## config.mk

```make
export PLATFORM = sky130hd
export DESIGN_NAME = player_bullet
export DESIGN_NICKNAME = d
export VERILOG_FILES = /design/src/rtl/player_bullet.sv
export SDC_FILE = /design/constraint.sdc
export NUM_CORES = 1
export LEC_CHECK = 0
export BUFFER_PORTS_ARGS = -buffer_cell sky130_fd_sc_hd__clkbuf_2
export CAP_MARGIN = 20
export CORE_AREA = 2 2 159 161
export CTS_BUF_LIST = sky130_fd_sc_hd__clkbuf_8
export CTS_CLUSTER_SIZE = 28
export DETAILED_ROUTE_END_ITERATION = 10
export DIE_AREA = 0 0 161 163
export PLACE_DENSITY = 0.72
export SYNTH_ARGS = -nofsm -noshare
export SYNTH_HDL_FRONTEND = slang
export SYNTH_SLANG_ARGS = --single-unit
```

## constraint.sdc

```tcl
create_clock -name clk_i -period 5.35 [get_ports clk_i]
set_input_delay 0.535 -clock clk_i [delete_from_list [all_inputs] [get_ports clk_i]]
set_output_delay 0.535 -clock clk_i [all_outputs]
set_load 0.02 [all_outputs]
```

## src/rtl/player_bullet.sv

```systemverilog
// Player projectile: launches on fire, climbs one step per frame, and reports hits/misses.
// Optional macro PLAYER_BULLET_AUTOFIRE_EN makes the launch level-sensitive on fire_i.
module player_bullet #(
    parameter int          num_targets_p     = 8,
    parameter logic [9:0]  speed_p           = 10'd8,
    parameter logic [9:0]  width_p           = 10'd2,
    parameter logic [9:0]  height_p          = 10'd8,
    parameter logic [9:0]  spawn_offset_p    = 10'd19,
    parameter logic [9:0]  top_limit_p       = 10'd9,
    parameter logic [7:0]  cooldown_frames_p = 8'd30,
    parameter logic [11:0] color_p           = 12'hFF0
) (
    input  logic                       clk_i,
    input  logic                       reset_ni,
    input  logic                       clear_i,
    input  logic                       frame_i,
    input  logic                       fire_i,
    input  logic [9:0]                 player_left_i,
    input  logic [9:0]                 player_top_i,
    input  logic [10*num_targets_p-1:0] tgt_left_i,
    input  logic [10*num_targets_p-1:0] tgt_right_i,
    input  logic [10*num_targets_p-1:0] tgt_top_i,
    input  logic [10*num_targets_p-1:0] tgt_bot_i,
    input  logic [num_targets_p-1:0]   tgt_alive_i,
    output logic                       active_o,
    output logic [9:0]                 left_pos_o,
    output logic [9:0]                 right_pos_o,
    output logic [9:0]                 top_pos_o,
    output logic [9:0]                 bot_pos_o,
    output logic [num_targets_p-1:0]   hit_o,
    output logic                       miss_o,
    output logic [3:0]                 bullet_red_o,
    output logic [3:0]                 bullet_green_o,
    output logic [3:0]                 bullet_blue_o
);
    typedef enum logic [1:0] {
        READY    = 2'd0,
        FLYING   = 2'd1,
        COOLDOWN = 2'd2
    } state_t;

    state_t                   state_reg, state_next;
    logic [9:0]               left_reg, left_next;
    logic [9:0]               top_reg, top_next;
    logic [9:0]               right_w, bot_w;
    logic [num_targets_p-1:0] hit_reg, hit_next;
    logic [num_targets_p-1:0] overlap, first_hit;
    logic                     miss_reg, miss_next;
    logic [7:0]               count_reg, count_next;
    logic                     fire_prev_reg;
    logic                     launch;

    assign right_w = left_reg + width_p - 10'd1;
    assign bot_w   = top_reg + height_p - 10'd1;

    generate
        for (genvar gi = 0; gi < num_targets_p; gi++) begin : g_overlap
            logic [9:0] tl, tr, tt, tb;
            assign tl = tgt_left_i[10*gi +: 10];
            assign tr = tgt_right_i[10*gi +: 10];
            assign tt = tgt_top_i[10*gi +: 10];
            assign tb = tgt_bot_i[10*gi +: 10];
            assign overlap[gi] = tgt_alive_i[gi] && (left_reg <= tr) && (right_w >= tl)
                                 && (top_reg <= tb) && (bot_w >= tt);
        end
    endgenerate

    // Two's-complement trick isolates the lowest set bit: lowest index wins.
    assign first_hit = overlap & (-overlap);

`ifdef PLAYER_BULLET_AUTOFIRE_EN
    assign launch = fire_i;
`else
    assign launch = fire_i & ~fire_prev_reg;
`endif

    always_comb begin
        state_next = state_reg;
        left_next  = left_reg;
        top_next   = top_reg;
        count_next = count_reg;
        hit_next   = '0;
        miss_next  = 1'b0;
        case (state_reg)
            READY: begin
                if (launch) begin
                    left_next  = player_left_i + spawn_offset_p;
                    top_next   = player_top_i - height_p;
                    state_next = FLYING;
                end
            end
            FLYING: begin
                // A hit freezes the position, even on a frame cycle.
                if (|overlap) begin
                    hit_next   = first_hit;
                    count_next = 8'd0;
                    state_next = COOLDOWN;
                end else if (frame_i && (top_reg < top_limit_p + speed_p)) begin
                    miss_next  = 1'b1;
                    count_next = 8'd0;
                    state_next = COOLDOWN;
                end else if (frame_i) begin
                    top_next = top_reg - speed_p;
                end
            end
            COOLDOWN: begin
                if (cooldown_frames_p == 8'd0) begin
                    state_next = READY;
                end else if (frame_i) begin
                    count_next = count_reg + 8'd1;
                    if (count_reg == cooldown_frames_p - 8'd1) begin
                        state_next = READY;
                    end
                end
            end
            default: state_next = READY;
        endcase
    end

    always_ff @(posedge clk_i or negedge reset_ni) begin
        if (!reset_ni) begin
            state_reg     <= READY;
            left_reg      <= '0;
            top_reg       <= '0;
            hit_reg       <= '0;
            miss_reg      <= 1'b0;
            count_reg     <= '0;
            fire_prev_reg <= 1'b0;
        end else if (clear_i) begin
            state_reg     <= READY;
            left_reg      <= '0;
            top_reg       <= '0;
            hit_reg       <= '0;
            miss_reg      <= 1'b0;
            count_reg     <= '0;
            fire_prev_reg <= fire_i;
        end else begin
            state_reg     <= state_next;
            left_reg      <= left_next;
            top_reg       <= top_next;
            hit_reg       <= hit_next;
            miss_reg      <= miss_next;
            count_reg     <= count_next;
            fire_prev_reg <= fire_i;
        end
    end

    assign active_o       = (state_reg == FLYING);
    assign left_pos_o     = left_reg;
    assign right_pos_o    = right_w;
    assign top_pos_o      = top_reg;
    assign bot_pos_o      = bot_w;
    assign hit_o          = hit_reg;
    assign miss_o         = miss_reg;
    assign bullet_red_o   = color_p[11:8];
    assign bullet_green_o = color_p[7:4];
    assign bullet_blue_o  = color_p[3:0];
endmodule

```

======== Yosys cells after proc, flatten, opt, wreduce, memory -nomap -nowiden ========
Index checks and enable logic that the tools add are counted.
word-level totals
  bits in registers ....................... 40
  word-level logic and storage cells ...... 133
  bits of input ports ..................... 353
  output and inout bits ................... 62
cells by class
  equal/unequal tests ..................... 10
  order comparisons ....................... 33
  multiplexer cells ....................... 28
  bitwise gates (word level) .............. 3
  reductions and logical operators ........ 43
  add/subtract/negate cells ............... 9
operators with widths
  cell                   count
  $ge 10x10->1           16
  $le 10x10->1           16
  $mux 10                8
  $mux 8                 7
  $logic_and 1x1->1      33
  $pmux 10 s2            1
  $sub 10x1->10 const B  2
  $sub 10x4->10 const B  2
  $ne 3x3->1 const B     6
  $pmux 8 s2             1
  $mux 2                 6
  $add 10x2->10 const B  1
  $add 10x4->10 const B  1
  $add 10x5->10 const B  1
  $lt 10x5->1 const B    1
  $add 8x1->8 const B    1
  $and 8x8->8            1
  $eq 8x5->1 const B     1
  $neg 8->8              1
  $reduce_or 8->1        1
  $pmux 2 s3             1
  $reduce_bool 3->1      2
  $reduce_and 5->1       1
  $mux 1                 4
  other kinds (10)       11

======== Longest topological paths before layout ========
Gate-level depths: netlist of the first run.
  depth in word-level cells ............... 11
  depth in mapped cells ................... 15

======== Least setup slack after synthesis of the first run ========
OpenSTA, ideal clock, no wires.
  path kind ............................... reg2reg
  start ................................... register top_reg[0] (netlist: top_pos_o[0])
  end ..................................... register top_reg[4] (netlist: top_pos_o[4])
  period minus slack after synthesis ...... 4.566 ns
  setup slack ............................. 0.784 ns
  cell stages (with the launch flop) ...... 16
  arrival ................................. 4.441 ns
  cells stage by stage .................... dfrtp_1 inv_1 ha_1 nand2b_1 nand4_1 xnor2_1 ha_1 o21ai_1 a21oi_1 or4_1 o2111ai_1 nor4_2 a2111oi_4 nand3_2 o21a_4 mux2_4
between the ends
  word-level cells in the longest chain between the ends .. 7
RTL lines
  element                                line  RTL
  from (decl)                            44    logic [9:0] top_reg, top_next;
  from (signal assigned)                 140   top_reg <= top_next;
  $add 10x4->10 (*)                      54    assign bot_w = top_reg + height_p - 10'd1;
  $sub 10x1->10 (*)                      54
  net bot_pos_o[0]                       29    output logic [9:0] bot_pos_o,
  $ge 10x10->1                           64    && (top_reg <= tb) && (bot_w >= tt);
  $logic_and 1x1->1                      64
  $reduce_or 8->1 (*)                    94    if (|overlap) begin
  $ne 3x3->1 (no source line) (*)        -
  $reduce_and 5->1 (no source line) (*)  -
Mark *: on every way through the listed nets, which the timed path passes. The rest lies on a longest branch. The select of a mux whose other input is x is not followed.
A chain may end at the register's enable or synchronous reset.

======== Worst setup path in the final report of the first run ========
  start ................................... register top_reg[0] (netlist: top_pos_o[0])
  end ..................................... register top_reg[4] (netlist: top_pos_o[4])
between the ends
  word-level cells in the longest chain between the ends .. 7
RTL lines
  element                            line
  $add 10x4->10                      54
  $sub 10x1->10                      54
  $ge 10x10->1                       64
  $logic_and 1x1->1                  64
  $reduce_or 8->1                    94
  $ne 3x3->1 (no source line)        -
  $reduce_and 5->1 (no source line)  -
Parallel ways exist; a longest one is shown, timed or not. The select of a mux whose other input is x is not followed.

==> impl_results.md, run 1 <==
- CP max FO: 12
- Pins Over Slew Limit: 0
- Setup bufs post-CTS: 0
- DP Cell Count: 2110
- Fmax achieved: 0.218 GHz
- Max-capacitance violation count: 0
- Clock sinks: 40
- CTS clock-pin slew for the worst setup and hold paths: 0.08 ns
- Tcrit/Tclk final: 0.856
- Final nets: 2467
- Vias: 11.2k
- H-tree levels: 2
- Cell Chain, Critical Path: inv_1 -> ha_1 -> nand2b_1 -> nand4_1 -> xnor2_1 -> buf_4 -> ha_1 -> a2111o_1 -> nor4_1 -> o21ai_0 -> o2111ai_1 -> nor4_2 -> a2111oi_4 -> nand3_2 -> o21a_4 -> mux2_4
- Peak supply drop: 98.4 uV
- CP delay by family, top: compound AO/OA/AOI/OAI gates
- Net switching power: 0.000898 W
- CP max stage delay: 0.70 ns
- Synth Instances: 1368
- CP dominant cell by count: ha_1
- Clock share of power: 0.117
- Via density: 5.30
- I/O pins: 415
- #FFs+latches synth: 40
- PwrDens: 141 nW/um^2
- Final Hold Fails: 0
- Clock buffer depth: 2
- Placed wire-length estimate: 30900 um
- CTS Root Cell: clkbuf_8
- Fin crit period: 4.58 ns
- TNS Setup: 0 ns
- Crit-path slowest cell: dfrtp_1
- Ys flop type: dfrtp_1
- Total CTS buffers: 5
- Port Buffers: 402
- Most frequent cells in the layout: clkbuf_2, ha_1, inv_1
- Post-route ant nets: 0
- Number of global-route vias before repair: 11.1k
- Post-Syn Area: 10600 um^2
- Worst Hold Class: input pin to asynchronous set/reset pin
- Most common cell after layout, fill and taps aside: clkbuf_2
- Cell Rows: 58
- Slew @ Worst Pin: 1.08 ns
- Initial drt markers: 669
- RD Place Congestion: 0.899
- Endpoints failing setup: 0
- Post-cts sizing count: 0
- Seq/Total Area, Yosys: 0.0947
- Global-route wire length before repair: 55800 um
- Synth warnings: 0
- Die Area: 26200 um^2
- Clock Skew: 0.00763 ns
- Final instance area: 13200 um^2
- Tot GR Track Use: 0.267
- CTS tree: yes
- Sw frac: 0.481
- Critical path startpoint category: register
- Die Ht: 163 um
- Yosys cell types: 74
- Finished Layout Cells: 2121
- Critical Path AT: 4.76 ns
- Initial antenna violation count: 2
- Share of post-route cells with drive strength above 1: 0.258
- Die width: 161 um
- Pleak: 8.36 nW
- Synthesis-to-finish area growth: 24.9%
- Multi-input gate area: 8260 um^2
- Post-synth EDFFs: 0
- CTS Hold Bufs: 0
- Global route overflow: 0
- Comb power frac: 0.674
- Setup CP Type: register to register
- Cell Int Power: 0.000968 W
- Relative slew slack: 0.275
- Crit path buf inv count: 2
- DRC viols: 0
- First-pass DRT Iterations: 7
- Initial Util: 0.428
- Pin count of the biggest net entering global routing: 41
- Crit end category: register
- Overall power: 0.00187 W
- Register Area: 1000 um^2
- Outcome: finished, final reports clean
- Avg Cell Area, Syn: 7.73 um^2
- Worst-skew pair later-pin latency: 0.30 ns
- Sequential power share: 0.209
- RSZ-0062 raised after global routing: false
- Detailed-route wire length: 36100 um
- Fill cell count: 2435
- Worst EP required: 5.53 ns
- Core area: 24700 um^2
- Wirelength per Cell: 17.0 um
- Share of flip-flops with an asynchronous set or reset: 1.00
- Min Hold Slack: 0.0744 ns
- Placed inst area: 13100 um^2
## stage by stage
stage,worst slack [ns],utilization
after global routing,0.493,0.535
after floorplan,0.784,-
after detailed placement,0.866,0.530
after CTS,0.845,0.534
final,0.768,0.535
after global placement,0.978,0.530
## layer usage
layer,part of all wire,track usage
met2,0.49,0.486
met4,0.033,0.0844
met3,0.064,0.0435
met1,0.41,0.321
met5,0,0
## power by group through the flow
stage	sequential (W)	clock [W]	combinational, W
floorplan	0.000389	0	0.000777
global placement	0.000395	0	0.00121
detailed placement	0.000396	0	0.00125
CTS	0.000390	0.000223	0.00125
global route	0.000394	0.000240	0.00143
finish	0.000390	0.000219	0.00126
## synth_stat cells (4+ instances only)
master	number	area, um^2
a211o_1	9	78.8
a211oi_1	27	203
o221ai_1	4	35.0
o21a_1	10	75.1
a21oi_1	90	450
nand4_1	43	269
xnor2_1	14	123
nand2b_1	28	175
ha_1	326	4080
o31ai_1	5	37.5
inv_1	323	1210
nor2b_1	12	75.1
o211ai_1	6	45.0
nor3b_1	4	30.0
a2111oi_0	9	78.8
clkbuf_1	12	45.0
nor3_1	22	110
mux2i_1	5	50.1
a21o_1	39	293
o21ai_1	5	25.0
o2111ai_1	7	61.3
xor2_1	11	96.3
and4_1	11	96.3
o21ai_0	57	285
or3_1	4	25.0
buf_4	12	90.1
nand3_1	24	120
nor2_1	47	176
dfrtp_1	40	1000
nor4_2	5	62.6
nand2_1	64	240
a31oi_1	18	113
and3_1	12	75.1
## cell type report
type / count / share of cell area
multi-input cells: 990 / 0.626
repair buffers: 427 / 0.167
inverters: 324 / 0.0921
flip-flops and latches: 40 / 0.0758
well taps: 330 / 0.0313
clock buffers: 6 / 0.00625
clock inverters: 2 / 0.00114
diodes: 2 / 0.000379
## worst register-to-register path: cells and delay by family (launching register included)
family	cells	cell delay, ns
xor+xnor	1	0.17
simple gates	5	0.76
compound gates	5	1.39
fa+ha+maj	2	0.56
flops	1	0.70
mux	1	0.30
buf+inv	2	0.60
## final timing paths
kind,to,depth (start not counted),start,slack [ns]
max,top_pos_o[4]$_DFFE_PN0P_,16,top_pos_o[0]$_DFFE_PN0P_,0.77
min,left_pos_o[9]$_DFFE_PN0P_,1,reset_ni,0.07
max reg2reg,top_pos_o[4]$_DFFE_PN0P_,16,top_pos_o[0]$_DFFE_PN0P_,0.77
min reg2reg,count_reg[4]$_DFFE_PN0P_,1,count_reg[4]$_DFFE_PN0P_,0.48
max in group asynchronous,miss_o$_DFF_PN0_,2,reset_ni,4.84
min in group clk_i,fire_prev_reg$_DFF_PN0_,1,fire_i,0.38
## kinds of logic (layout without fill, tap and decap cells)
kind of cell,Yosys count,after routing,synth area share
XOR/XNOR,25,25,0.0207
AO/OA/AOI/OAI,323,323,0.207
adder cells (fa/ha/maj),326,326,0.386
flip-flops,40,40,0.0947
other,2,14,0.000710
AND/OR/NAND/NOR,297,297,0.156
buffers and inverters,348,759,0.128
multiplexers,7,7,0.00722
(Power assumes the default switching activity.)
==> run 2, diff against run 1 <==
--- a/config.mk
+++ b/config.mk
@@ -5,13 +5,14 @@
 export SDC_FILE = /design/constraint.sdc
 export NUM_CORES = 1
 export LEC_CHECK = 0
+export ABC_AREA = 1
 export BUFFER_PORTS_ARGS = -buffer_cell sky130_fd_sc_hd__clkbuf_2
 export CAP_MARGIN = 20
-export CORE_AREA = 2 2 159 161
+export CORE_AREA = 2 2 163 165
 export CTS_BUF_LIST = sky130_fd_sc_hd__clkbuf_8
 export CTS_CLUSTER_SIZE = 28
 export DETAILED_ROUTE_END_ITERATION = 10
-export DIE_AREA = 0 0 161 163
+export DIE_AREA = 0 0 165 167
 export PLACE_DENSITY = 0.72
 export SYNTH_ARGS = -nofsm -noshare
 export SYNTH_HDL_FRONTEND = slang
==> impl_results.md, run 2 <==
- Sequential power share: 0.190 (-0.019)
- Core area: 25800 um^2 (+4.4%)
- Net switching power: 0.00117 W (+30%)
- RSZ-0062 raised after global routing: false
- Yosys cell types: 47 (-36%)
- Post-cts sizing count: 0 (unchanged)
- Avg Cell Area, Syn: 6.57 um^2 (-15%)
- Relative slew slack: 0.277 (+0.00190)
- Via density: 5.02 (-5.3%)
- Clock buffer depth: 2 (unchanged)
- Clock share of power: 0.118 (about the same)
- Initial Util: 0.438 (+0.00907)
- Share of post-route cells with drive strength above 1: 0.218 (-0.0398)
- Detailed-route wire length: 38100 um (+5.7%)
- PwrDens: 162 nW/um^2 (+14%)
- Wirelength per Cell: 15.5 um (-9.1%)
- Outcome: finished, final reports clean
- Max-capacitance violation count: 0 (unchanged)
- H-tree levels: 2 (unchanged)
- Clock Skew: 0.00880 ns (+0.00117 ns)
- Fin crit period: 4.32 ns (-0.262 ns)
- Global-route wire length before repair: 59300 um (+6.3%)
- Tot GR Track Use: 0.270 (+0.00322)
- Global route overflow: 0 (unchanged)
- Cell Rows: 59 (+1.7%)
- Pin count of the biggest net entering global routing: 41 (unchanged)
- Worst EP required: 5.54 ns (about the same)
- Synth warnings: 0 (unchanged)
- Peak supply drop: 114 uV (+16%)
- Sw frac: 0.523 (+0.0416)
- Die Area: 27600 um^2 (+5.0%)
- Endpoints failing setup: 0 (unchanged)
- DRC viols: 0 (unchanged)
- CTS Root Cell: clkbuf_8
- Worst-skew pair later-pin latency: 0.30 ns (about the same)
- Total CTS buffers: 5 (unchanged)
- Pins Over Slew Limit: 0 (unchanged)
- Worst Hold Class: input pin to asynchronous set/reset pin
- Placed wire-length estimate: 32600 um (+5.7%)
- Final nets: 2808 (+14%)
- Number of global-route vias before repair: 12.1k (+9.4%)
- Most frequent cells in the layout: inv_1, clkbuf_2, nand2_1
- Crit end category: register
- Vias: 12.4k (+10%)
- Die width: 165 um (+2.5%)
- Post-synth top area cell: ha_1
- Share of the synthesized area in the top cell type: 0.362 (-0.0240)
- R2r setup slk: 1.03 ns (+0.26 ns)
- TNS Setup: 0 ns (unchanged)
- Slew @ Worst Pin: 1.08 ns (-0.00284 ns)
- Post-Syn Area: 11300 um^2 (+6.6%)
- CTS Hold Bufs: 0 (unchanged)
- Setup CP Type: register to register
- Synth cell count leaders: inv_1, nand2_1, ha_1, nor2_1, a21oi_1
- Core Util, Final: 0.537 (+0.00140)
- Critical path startpoint category: register
- Ys flop type: dfrtp_1
- CTS clock-pin slew for the worst setup and hold paths: 0.09 ns (about the same)
- Critical Path AT: 4.51 ns (-0.25 ns)
- I/O pins: 415 (unchanged)
- Share of flip-flops with an asynchronous set or reset: 1.00 (unchanged)
- Initial drt markers: 510 (-24%)
- Most common cell after layout, fill and taps aside: inv_1
- Final Hold Fails: 0 (unchanged)
- First-pass DRT Iterations: 7 (unchanged)
- Setup bufs post-CTS: 0 (unchanged)
- Top-count cell post-synth: inv_1
- Post-route ant nets: 0 (unchanged)
- Pleak: 9.20 nW (+10%)
- Cell Int Power: 0.00107 W (+10%)
- Die Ht: 167 um (+2.5%)
- Synthesis-to-finish area growth: 22.6%
- RD Place Congestion: 0.926 (+3.0%)
- CP max FO: 11 (-1)
- Initial antenna violation count: 1 (-1)
- Comb power frac: 0.691 (+0.017)
- Reg2reg end: count_reg[0]$_DFFE_PN0P_
- Seq/Total Area, Yosys: 0.0888 (-0.00588)
- Port Buffers: 402 (unchanged)
- CTS tree: yes
- Top post-synthesis cells by area: ha_1, inv_1, nand2_1, dfrtp_1, nor2_1
- Clock sinks: 40 (unchanged)
- Fmax achieved: 0.231 GHz (+6.1%)
- Cells on worst reg2reg path: 21 (+5)
- Reg2reg start: left_pos_o[0]$_DFFE_PN0P_
- Post-synth EDFFs: 0 (unchanged)
- #FFs+latches synth: 40 (unchanged)
- Tcrit/Tclk final: 0.807 (-0.0490)
- Synth Instances: 1717 (+26%)
## run 2: kinds of logic (layout without fill, tap and decap cells)
family                     Yosys count  count (layout)  synth area share
AOI/OAI and AO/OA                  201             201             0.106
DFF                                 40              40            0.0888
muxes                                3               3           0.00266
and+or+nand+nor                    676             676             0.268
buffers and inverters              444             847             0.153
xor gates and xnor gates            25              25            0.0194
adders and majority gates          326             326             0.362
other                                2              13          0.000666
## run 2: routing by layer
metal,GRT usage,up-vias,routed length (um)
li1,-,6312,-
met5,0,-,0
met3,0.0326,70,2270
met4,0.0813,0,1100
met1,0.328,5585,16000
met2,0.491,401,18800
## run 2: worst max path at each step
stage,start,end,slack [ns],cells after the start
after floorplan,top_pos_o[0]$_DFFE_PN0P_,top_pos_o[5]$_DFFE_PN0P_,1.52,19
after global routing,left_pos_o[0]$_DFFE_PN0P_,count_reg[7]$_DFFE_PN0P_,0.63,21
after global placement,left_pos_o[0]$_DFFE_PN0P_,count_reg[7]$_DFFE_PN0P_,1.25,21
final,left_pos_o[0]$_DFFE_PN0P_,count_reg[0]$_DFFE_PN0P_,1.03,21
after detailed placement,left_pos_o[0]$_DFFE_PN0P_,count_reg[3]$_DFFE_PN0P_,1.02,21
after CTS,left_pos_o[0]$_DFFE_PN0P_,count_reg[7]$_DFFE_PN0P_,1.01,21
## run 2: final cells by class
type / instances / area, um^2
clock buffer: 5 / 68.8
antenna: 1 / 2.50
timing repair buffer: 410 / 2080
clock inverter: 3 / 47.5
inverter: 429 / 1610
multi-input combinational: 1243 / 8590
fill: 2582 / 11900
sequential: 40 / 1000
tap: 335 / 419
## run 2: critical path, stage by stage, from the launching register on
cell,delay (ns)
dfrtp_1,0.66
inv_1,0.37
nor3_1,0.34
nand3_1,0.17
nor3_1,0.27
nand3_1,0.13
xor2_1,0.16
inv_1,0.21
ha_1,0.36
nand2_1,0.08
nor2_1,0.14
nand3_1,0.09
nand4_1,0.10
nand2_1,0.06
nor2_1,0.23
nand3_2,0.17
nand2_4,0.13
nor2_8,0.05
nand3_4,0.13
nand3_2,0.19
nand2_1,0.11
nand2_1,0.05
## run 2: through the flow
stage / worst slack, ns / power [W] / cells / hold slack [ns] / instance area (um^2)
global placement: 1.25 / 0.00192 / 2456 / 0.530 / 13700
detailed placement: 1.02 / 0.00196 / 2456 / 0.521 / 13700
floorplan: 1.52 / 0.00141 / 1727 / 0.239 / 11300
global route: 0.627 / 0.00249 / 2466 / 0.0530 / 13800
CTS: 1.01 / 0.00223 / 2464 / 0.347 / 13800
finish: 1.03 / 0.00223 / 2466 / 0.0545 / 13800
## run 2: power groups by stage
stage / Combinational, W / Clock, W / Sequential [W]
after floorplan: 0.000997 / 0 / 0.000411
after global placement: 0.00149 / 0 / 0.000429
after detailed placement: 0.00153 / 0 / 0.000429
after CTS: 0.00155 / 0.000266 / 0.000423
after global routing: 0.00178 / 0.000280 / 0.000429
final: 0.00155 / 0.000264 / 0.000426
==> run 3, diff against run 2 <==
--- a/config.mk
+++ b/config.mk
@@ -5,7 +5,7 @@
 export SDC_FILE = /design/constraint.sdc
 export NUM_CORES = 1
 export LEC_CHECK = 0
-export ABC_AREA = 1
+export ABC_AREA = 0
 export BUFFER_PORTS_ARGS = -buffer_cell sky130_fd_sc_hd__clkbuf_2
 export CAP_MARGIN = 20
 export CORE_AREA = 2 2 163 165
==> constraint.sdc (replaced) <==
create_clock -name clk_i -period 3.5 [get_ports clk_i]
set_input_delay 0.35 -clock clk_i [delete_from_list [all_inputs] [get_ports clk_i]]
set_output_delay 0.35 -clock clk_i [all_outputs]
set_load 0.02 [all_outputs]
==> impl_results.md, run 3 (synthesis results as in run 1) <==
- RD Place Congestion: 0.978 (+5.5%)
- CP max FO: 5 (-6)
- CTS Root Cell: clkbuf_8
- Worst Hold Class: input pin to register
- Pin count of the biggest net entering global routing: 41 (unchanged)
- Multi-input gate area: 8800 um^2 (+2.5%)
- DRC viols: 0 (unchanged)
- Synthesis-to-finish area growth: 38.0%
- Die width: 165 um (unchanged)
- Initial drt markers: 461 (-9.6%)
- Global-route wire length before repair: 59300 um (about the same)
- I/O pins: 415 (unchanged)
- Initial Util: 0.410 (-0.0272)
- Crit-path slowest cell: dfrtp_2
- Wirelength per Cell: 17.5 um (+13%)
- Share of post-route cells with drive strength above 1: 0.332 (+0.114)
- Initial antenna violation count: 5 (+4)
- Min-delay src: fire_i
- CP max stage delay: 0.42 ns (-0.24 ns)
- Pins Over Slew Limit: 0 (unchanged)
- Slew @ Worst Pin: 0.734 ns (-0.347 ns)
- Endpoints failing setup: 18 (+18)
- Post-route ant nets: 0 (unchanged)
- Crit end category: register
- Overall power: 0.00321 W (+44%)
- Fin crit period: 3.70 ns (-0.620 ns)
- Clock buffer depth: 2 (unchanged)
- Tot GR Track Use: 0.273 (+0.00264)
- Cell Chain, Critical Path: clkinvlp_4 -> ha_4 -> nand2b_4 -> nand4_1 -> xnor2_4 -> ha_4 -> o21ai_1 -> a21oi_1 -> or4_1 -> o2111ai_2 -> nor4_4 -> a2111oi_4 -> buf_4 -> nand3_4 -> o21a_4 -> a211o_1
- Clock sinks: 40 (unchanged)
- Core Util, Final: 0.566 (+0.0298)
- CP delay by family, top: compound AO/OA/AOI/OAI gates
- Pleak: 9.02 nW (-1.9%)
- Die Area: 27600 um^2 (unchanged)
- Violated checks: negative setup slack
- PwrDens: 220 nW/um^2 (+36%)
- Most frequent cells in the layout: clkbuf_2, inv_1, ha_1
- First-pass DRT Iterations: 7 (unchanged)
- Fill cell count: 2414 (-6.5%)
- Critical path startpoint category: register
- H-tree levels: 2 (unchanged)
- Tcrit/Tclk final: 1.06 (+0.250)
- Worst EP required: 3.68 ns (-1.86 ns)
- Outcome: finished with violations
- Worst Setup SP: top_pos_o[0]$_DFFE_PN0P_
- Placed inst area: 13900 um^2 (+1.9%)
- Detailed-route wire length: 39000 um (+2.3%)
- Final instance area: 14600 um^2 (+5.6%)
- Clock Skew: 0.0117 ns (+0.00291 ns)
- Min Hold Slack: 0.262 ns (+0.208 ns)
- Number of global-route vias before repair: 12.1k (-0.61%)
- Critical Path AT: 3.88 ns (-0.63 ns)
- Reg2reg start: top_pos_o[0]$_DFFE_PN0P_
- Vias: 11.9k (-4.1%)
- DP Cell Count: 2198 (-11%)
- Die Ht: 167 um (unchanged)
- Most common cell after layout, fill and taps aside: clkbuf_2
- Relative slew slack: 0.511 (+0.234)
- Register Area: 1010 um^2 (+0.63%)
- Crit path buf inv count: 2 (unchanged)
- Final nets: 2571 (-8.4%)
- Global route overflow: 0 (unchanged)
- CTS tree: yes
- Fmax achieved: 0.270 GHz (+17%)
- Cell Rows: 59 (unchanged)
- CP dominant cell by count: ha_4
- Max-capacitance violation count: 0 (unchanged)
- Placed wire-length estimate: 33800 um (+3.5%)
- RSZ-0062 raised after global routing: true
- Core area: 25800 um^2 (unchanged)
- Finished Layout Cells: 2232 (-9.5%)
- Setup CP Type: register to register
- Final Hold Fails: 0 (unchanged)
- Worst-skew pair later-pin latency: 0.30 ns (about the same)
- Setup ws final: -0.200 ns (-1.23 ns)
- Port Buffers: 402 (unchanged)
- Via density: 5.31 (+6.0%)
- Total CTS buffers: 5 (unchanged)
- Peak supply drop: 148 uV (+30%)
- CTS clock-pin slew for the worst setup and hold paths: 0.08 ns (about the same)
==> run 3: layout make-up <==
type / count / area share
clock inverter: 3 / 0.00129
multi-input combinational: 990 / 0.603
tap: 335 / 0.0287
inverter: 324 / 0.0836
clock buffer: 5 / 0.00472
sequential: 40 / 0.0690
timing repair buffer: 531 / 0.209
antenna: 4 / 0.000686
==> run 3: path summary, 6_finish.rpt <==
| check | to | slack (ns) | cells after the start |
|---|---|---|---|
| worst max-delay path | top_pos_o[9]$_DFFE_PN0P_ | -0.20 | 16 |
| worst min-delay path | fire_prev_reg$_DFF_PN0_ | 0.26 | 1 |
| worst max register to register | top_pos_o[9]$_DFFE_PN0P_ | -0.20 | 16 |
| worst min register to register | count_reg[4]$_DFFE_PN0P_ | 0.50 | 1 |
| max in group asynchronous | top_pos_o[4]$_DFFE_PN0P_ | 2.53 | 3 |
| min in group asynchronous | left_pos_o[7]$_DFFE_PN0P_ | 0.49 | 2 |
==> run 3: per-layer routing <==
metal,part of all wire,vias up,GRT usage
li1,-,5856,-
met1,0.39,5423,0.304
met2,0.49,460,0.487
met3,0.067,120,0.0568
met4,0.052,2,0.135
met5,0.00026,-,0
==> run 3: worst register-to-register path, stage by stage (launching register included) <==
cell        delay (ns)
dfrtp_2           0.42
clkinvlp_4        0.14
ha_4              0.19
nand2b_4          0.07
nand4_1           0.21
xnor2_4           0.35
ha_4              0.25
o21ai_1           0.11
a21oi_1           0.05
or4_1             0.42
o2111ai_2         0.12
nor4_4            0.07
a2111oi_4         0.38
buf_4             0.19
nand3_4           0.07
o21a_4            0.26
a211o_1           0.30
==> run 3: repair_timing <==
item / CTS / global route
gates resized for setup: 30 / 36
hold buffers: 0 / 1
pin swaps: 20 / 29
endpoints found under the setup margin: 22 / 24
cloned: 0 / 0
buffers inserted: 9 / 14
hold endpoints to repair: 0 / 9
==> run 3: metrics by stage <==
| step | worst slack, ns | TNS [ns] |
|---|---|---|
| 2_1_floorplan | -0.550 | -6.91 |
| 3_3_place_gp | -0.201 | -2.42 |
| 3_5_place_dp | -0.307 | -4.06 |
| 4_1_cts | -0.155 | -1.57 |
| 5_1_grt | -0.335 | -5.43 |
| 6_report | -0.200 | -2.30 |
==> run 3: power breakdown <==
group | switching [W] | total, W | leakage (nW) | internal [W]
Combinational | 0.00130 | 0.00237 | 8.43 | 0.00107
Sequential | 0.0000418 | 0.000531 | 0.540 | 0.000489
Clock | 0.000171 | 0.000310 | 0.0479 | 0.000139
